[src/rtl/dram_bit_reader.sv]
// dram_bit_reader
//   Read-side engine for a 128x1 distributed RAM (synchronous write,
//   asynchronous read). It walks the RAM address one bit per clock and packs
//   the bits LSB-first into DATA_W-bit words. Words leave on a valid/ready
//   stream, and M_LAST marks the final word of each command.
//
// Ports
//   CLK        clock, rising edge
//   RST        synchronous active-high reset
//   CMD_VALID  command request
//   CMD_READY  engine idle and accepting a command (low while RST is high)
//   CMD_ADDR   bit address of the first bit of the command
//   CMD_LEN    number of words minus one
//   RAM_A      registered RAM address
//   RAM_O      asynchronous RAM read data
//   M_VALID    output word valid
//   M_READY    downstream accepts the word
//   M_DATA     packed word, bit i = RAM[word_base + i]
//   M_LAST     final word of the command
//   BUSY       command in progress
//
// state  | meaning
// -------+---------------------------------------------------------------
// S_IDLE | waiting for a command, CMD_READY high
// S_READ | sampling one RAM bit per clock into M_DATA
// S_OUT  | word complete, holding M_VALID until the handshake
module dram_bit_reader #(
  parameter int DATA_W = 8,
  parameter int LEN_W  = 4
) (
  input  logic              CLK,
  input  logic              RST,
  input  logic              CMD_VALID,
  output logic              CMD_READY,
  input  logic [6:0]        CMD_ADDR,
  input  logic [LEN_W-1:0]  CMD_LEN,
  output logic [6:0]        RAM_A,
  input  logic              RAM_O,
  output logic              M_VALID,
  input  logic              M_READY,
  output logic [DATA_W-1:0] M_DATA,
  output logic              M_LAST,
  output logic              BUSY
);

  localparam int CNT_W = (DATA_W > 1) ? $clog2(DATA_W) : 1;
  localparam logic [CNT_W-1:0] LAST_BIT = CNT_W'(DATA_W - 1);

  typedef enum logic [1:0] {
    S_IDLE = 2'd0,
    S_READ = 2'd1,
    S_OUT  = 2'd2
  } state_t;

  state_t              state_q, state_d;
  logic [6:0]          ram_a_q, ram_a_d;
  logic [CNT_W-1:0]    bit_cnt_q, bit_cnt_d;
  logic [LEN_W-1:0]    word_cnt_q, word_cnt_d;
  logic [DATA_W-1:0]   m_data_q, m_data_d;
  logic                m_valid_q, m_valid_d;
  logic                m_last_q, m_last_d;
  logic                accept;

  assign CMD_READY = (state_q == S_IDLE) & ~RST;
  assign accept    = CMD_VALID & CMD_READY;

  always_comb begin
    state_d    = state_q;
    ram_a_d    = ram_a_q;
    bit_cnt_d  = bit_cnt_q;
    word_cnt_d = word_cnt_q;
    m_data_d   = m_data_q;
    m_valid_d  = m_valid_q;
    m_last_d   = m_last_q;

    unique case (state_q)
      S_IDLE: begin
        if (accept) begin
          ram_a_d    = CMD_ADDR;
          word_cnt_d = CMD_LEN;
          bit_cnt_d  = '0;
          m_data_d   = '0;
          state_d    = S_READ;
        end
      end

      S_READ: begin
        // RAM_O already reflects ram_a_q this cycle (combinational read).
        m_data_d[bit_cnt_q] = RAM_O;
        ram_a_d             = ram_a_q + 7'd1;
        bit_cnt_d           = bit_cnt_q + CNT_W'(1);
        if (bit_cnt_q == LAST_BIT) begin
          state_d   = S_OUT;
          m_valid_d = 1'b1;
          m_last_d  = (word_cnt_q == '0);
        end
      end

      S_OUT: begin
        // ram_a_q already points at the first bit of the next word.
        if (M_READY) begin
          m_valid_d = 1'b0;
          if (m_last_q) begin
            m_last_d = 1'b0;
            state_d  = S_IDLE;
          end else begin
            word_cnt_d = word_cnt_q - LEN_W'(1);
            bit_cnt_d  = '0;
            m_data_d   = '0;
            state_d    = S_READ;
          end
        end
      end

      default: begin
        state_d = S_IDLE;
      end
    endcase
  end

  always_ff @(posedge CLK) begin
    if (RST) begin
      state_q    <= S_IDLE;
      ram_a_q    <= '0;
      bit_cnt_q  <= '0;
      word_cnt_q <= '0;
      m_data_q   <= '0;
      m_valid_q  <= 1'b0;
      m_last_q   <= 1'b0;
    end else begin
      state_q    <= state_d;
      ram_a_q    <= ram_a_d;
      bit_cnt_q  <= bit_cnt_d;
      word_cnt_q <= word_cnt_d;
      m_data_q   <= m_data_d;
      m_valid_q  <= m_valid_d;
      m_last_q   <= m_last_d;
    end
  end

  assign RAM_A   = ram_a_q;
  assign M_VALID = m_valid_q;
  assign M_DATA  = m_data_q;
  assign M_LAST  = m_last_q;
  assign BUSY    = (state_q != S_IDLE);

endmodule
[config.mk]
export PLATFORM = sky130hd
export DESIGN_NAME = dram_bit_reader
export DESIGN_NICKNAME = d
export VERILOG_FILES = /design/src/rtl/dram_bit_reader.sv
export SDC_FILE = /design/constraint.sdc
export NUM_CORES = 1
export LEC_CHECK = 0
export CORE_ASPECT_RATIO = 0.5
export CORE_MARGIN = 2
export CORE_UTILIZATION = 49
export DETAILED_ROUTE_END_ITERATION = 7
export PLACE_DENSITY = 0.79
export SKIP_CTS_REPAIR_TIMING = 1
export SYNTH_ARGS = -nofsm -noshare
export SYNTH_HDL_FRONTEND = slang
export SYNTH_SLANG_ARGS = --single-unit
[constraint.sdc]
create_clock -name CLK -period 1.65 [get_ports CLK]
set_clock_uncertainty 0.1 [all_clocks]
set_input_delay 0.2475 -clock CLK [delete_from_list [all_inputs] [get_ports CLK]]
set_output_delay 0.2475 -clock CLK [all_outputs]
set_load 0.03 [all_outputs]
==> results by stage <==
Power:
- The cell-internal power is 1130 uW.
- The register share of total power is between 40% and 50%.
- The worst ir drop on vdd is between 300 and 400 uV.
- Combinational cells account for a little over a fifth of the total power.
- The power share of the clock group is a little over a third.
- The leakage power summed over all cells is about 0.0011 uW.
- The switching power as a share of total power is between 20 and 30%.
- The power per unit of standard cell area is roughly 770 nW/um^2.
- The net switching power figure is around 420 uW.

Drt:
- For this block, the routed nets add up to ~3800 microns of wire.
- The post-route DRC violation count is 0.
- The amount of wire on met3 after detailed routing is 255 microns.
- The routed layout has between 1000 and 1500 vias.
- In the detailed route, the total length drawn on met2 is roughly 1700 microns.
- The remaining antenna violation count after routing is 0.
- For this block, the initial DRC count from the detailed router was ~100.
- The post-detailed-route wirelength per cell is ~14 microns.
- The uppermost metal layer occupied by signal nets is met4.
- The first-pass iteration count of the detailed router is 4.
- In the final routing, the length of wire on met1 measures roughly 1800 microns.
- In the routed layout, each cell is associated on average with a via count of between 5 and 6.

Clock tree:
- The insertion delay of the later-clocked pin in the worst-skew pair is 0.28 ns.
- The clock passes through at most 2 buffers.
- The clock edge transition at the registers on the reported setup and hold paths is approximately 0.090 ns.
- In this run the number of H-tree levels came out at 1.
- The TritonCTS buffer count is 3.
- The total clock sinks is 26.
- TritonCTS built the clock tree.
- The CTS root buffer is sky130_fd_sc_hd__clkbuf_8.

Setup path:
- The largest stage delay on the critical path is approximately 0.37 ns.
- At the worst endpoint, the required time is around 1.3 ns.
- The slowest cell on the critical path is sky130_fd_sc_hd__dfxtp_4.
- The class of the most critical setup path is flip-flop to output port.
- Traced cell by cell, the critical path runs through or2_4 -> buf_6 -> nor2_2 -> buf_6.
- The endpoint kind of the worst setup timing path is an output port.
- Data arrives at the worst endpoint at between 1 and 1.5 ns.
- The category of the worst setup path launch point is a flip-flop.
- The worst register-to-register path has a depth of 4.
- Along the worst path, the maximum fanout reaches 5.
- The most common cell type on the critical path is sky130_fd_sc_hd__buf_6.

Die:
- 35 I/O pins were placed.
- The die is between 80 and 90 microns wide.
- The region available for standard cell placement spans about 2700 sq um.
- The initialized floorplan defines 13 standard-cell rows.
- The overall die area is ~3500 sq um.
- The starting utilization of the core area is a little over half.
- Measured along the y axis, the die boundary spans 42.6 microns.

Synth:
- Summed over its instances, the top area cell type makes up about 36% of the synthesized netlist area.
- The share of synthesized flip-flops with an asynchronous set or reset is 0%.
- The cell type with the highest aggregate area in the netlist is sky130_fd_sc_hd__dfxtp_1.
- The Yosys warning count is 0.
- Among all flip-flop cells after synthesis, the most frequent one is sky130_fd_sc_hd__dfxtp_1.
- The count of flip-flops with a built-in enable after synthesis is 0.
- Sorting the synthesized cells by area gives the leading types as sky130_fd_sc_hd__dfxtp_1 (36%), sky130_fd_sc_hd__a21oi_1 (10%), sky130_fd_sc_hd__nor2_1 (6.9%), sky130_fd_sc_hd__ha_1 (4.3%), sky130_fd_sc_hd__nor2b_1 (3.9%).
- sky130_fd_sc_hd__a21oi_1 is the most common cell in the netlist.
- For this run, the register share of the synthesized area comes to 35.6%.
- When the netlist entered floorplanning its net count stood at 210.
- After technology mapping, the gate count stands at around 190.
- Summing every instance area after synthesis gives ~1500 sq um.
- The synthesized design contains 26 register bits.
- In the synthesized netlist, the cells that appear most often are sky130_fd_sc_hd__a21oi_1 (30), sky130_fd_sc_hd__nor2_1 (27), sky130_fd_sc_hd__dfxtp_1 (26).
- The number of different library cells in the post-synthesis netlist is 40.
- The average cell area after synthesis is between 7 and 8 sq um.

Final layout:
- Relative to the synthesized area, the layout overhead comes to 37.7%.
- The repair_antennas step left the layout with diodes totalling 0.
- The final standard cell count with taps included and fillers excluded is about 270.
- The final layout contains 251 nets.
- The filler cells instantiated in the layout total roughly 220.
- After routing the design area is ~2000 sq um.
- Of the cells placed in the final design, the portion with a size suffix greater than 1 is around an eighth.

Timing:
- The sum of negative setup slack is 0 ns.
- Derived from the worst setup path, the maximum achievable clock frequency is around 0.62 GHz.
- Headroom to the max-slew limit came out at between 60% and 70%.
- The routed design could run at a clock period as short as between 1.5 and 2 ns.
- In the finished design, the share of the clock period the worst path needs comes to approximately 100%.
- For the pin with the worst max-slew slack, the measured transition is approximately 0.50 ns.
- The count of final setup violators is 0.
- The max-slew violation total from the final report is 0.
- The final hold violation count is 0.

Min path:
- The type of the most critical hold path is flip-flop to flip-flop.
- The cell depth of the worst hold path is 2.

Flow run:
- The count of max-cap constraint violations is 0.

Global route:
- The final global-route overflow total is 0.
- In the global route stage, overall resource usage came out at between 20% and 30%.
- Entering global routing, the biggest net connects 17 pins.
- The first-pass GRT wire length is around 6000 microns.
- The number of antenna violations at the first check in global routing came to 0.
- The via count of the first global-routing pass is between 1000 and 1500.

Status:
- The flow ran to the end, and the final reports show no timing, DRC or antenna violations.

Place:
- During placement, the flow inserted port buffers numbering 34.
- The routability congestion estimate from global placement is between 0.8 and 0.9.
- The total half-perimeter wirelength after legalization and detailed placement is between 2000 and 3000 microns.
- Summing all placed instances gives a cell area of 1870 sq um.
- The cell count after placement is around 260.
-- worst max-delay path: cells and delay by family (launching register included) --
family | cells | cell delay [ns]
flops | 1 | 0.37
simple gates | 2 | 0.36
buf+inv | 2 | 0.25
-- cells by family (layout without fill, tap and decap cells) --
kind of cell / after synthesis / in the layout / synth area share [%]
and+or+nand+nor: 76 / 76 / 27.3
AOI/OAI and AO/OA: 61 / 61 / 25.4
DFF: 26 / 26 / 35.6
buffers and inverters: 20 / 60 / 6.60
muxes: 1 / 1 / 0.771
adders and majority gates: 5 / 5 / 4.28
-- through the flow --
step / util, % / setup WS (ns) / total power (uW) / hold slack [ns]
floorplan: - / 0.118 / 893 / 0.310
global placement: 69.0 / -0.140 / 1010 / 0.367
detailed placement: 69.0 / -0.163 / 1020 / 0.369
CTS: 71.6 / -0.0932 / 1550 / 0.395
global route: 74.0 / -0.0142 / 1620 / 0.407
finish: 74.0 / 0.0400 / 1560 / 0.392
-- cells in the final DEF (no fill, tap or decap), types with 6 or more instances in the layout --
cell type and instances:
sky130_fd_sc_hd__inv_1 8, sky130_fd_sc_hd__nor3_1 10, sky130_fd_sc_hd__nand2_1 9, sky130_fd_sc_hd__dlymetal6s2s_1 17
sky130_fd_sc_hd__a21oi_1 30, sky130_fd_sc_hd__clkdlybuf4s50_1 15, sky130_fd_sc_hd__nor2_1 26, sky130_fd_sc_hd__o21ai_0 6
sky130_fd_sc_hd__buf_4 14, sky130_fd_sc_hd__dfxtp_1 23, sky130_fd_sc_hd__nor2b_1 9
-- cell type report --
cell class              instances  area [sq um]  area share, %
inverters                       8          30.0           1.49
flip-flops and latches         26           527           26.2
well taps                      37          46.3           2.30
multi-input cells             143           846           42.1
repair buffers                 48           490           24.4
clock inverters                 1          30.0           1.49
clock buffers                   3          41.3           2.05
-- flip-flops by register name (all words and copies together), names as in the netlist --
| name | cells |
|---|---|
| word_cnt_q | 4 |
| state_q | 2 |
| M_VALID | 1 |
| bit_cnt_q | 3 |
| RAM_A | 7 |
| M_LAST | 1 |
| M_DATA | 8 |
-- per-layer routing --
metal,global-route usage [%],vias up
met1,32.8,679
met2,32.7,48
met3,5.82,4
li1,-,751
met5,0,-
met4,6.10,0
-- path summary, 6_finish.rpt --
path | to | slack (ns) | from
worst min-delay path | M_VALID | 0.39 | M_VALID
worst max register to register | RAM_A[5] | 0.12 | state_q[1]
worst max-delay path | CMD_READY | 0.04 | state_q[0]
worst min register to register | M_VALID | 0.39 | M_VALID
-- power by group through the flow --
| stage | combinational, uW | clock [uW] | sequential [uW] |
|---|---|---|---|
| final | 332 | 541 | 683 |
| after global routing | 362 | 573 | 688 |
| after CTS | 326 | 545 | 683 |
| after detailed placement | 323 | 0 | 697 |
| after global placement | 318 | 0 | 695 |
| after floorplan | 169 | 0 | 725 |
(Power assumes the default switching activity.)
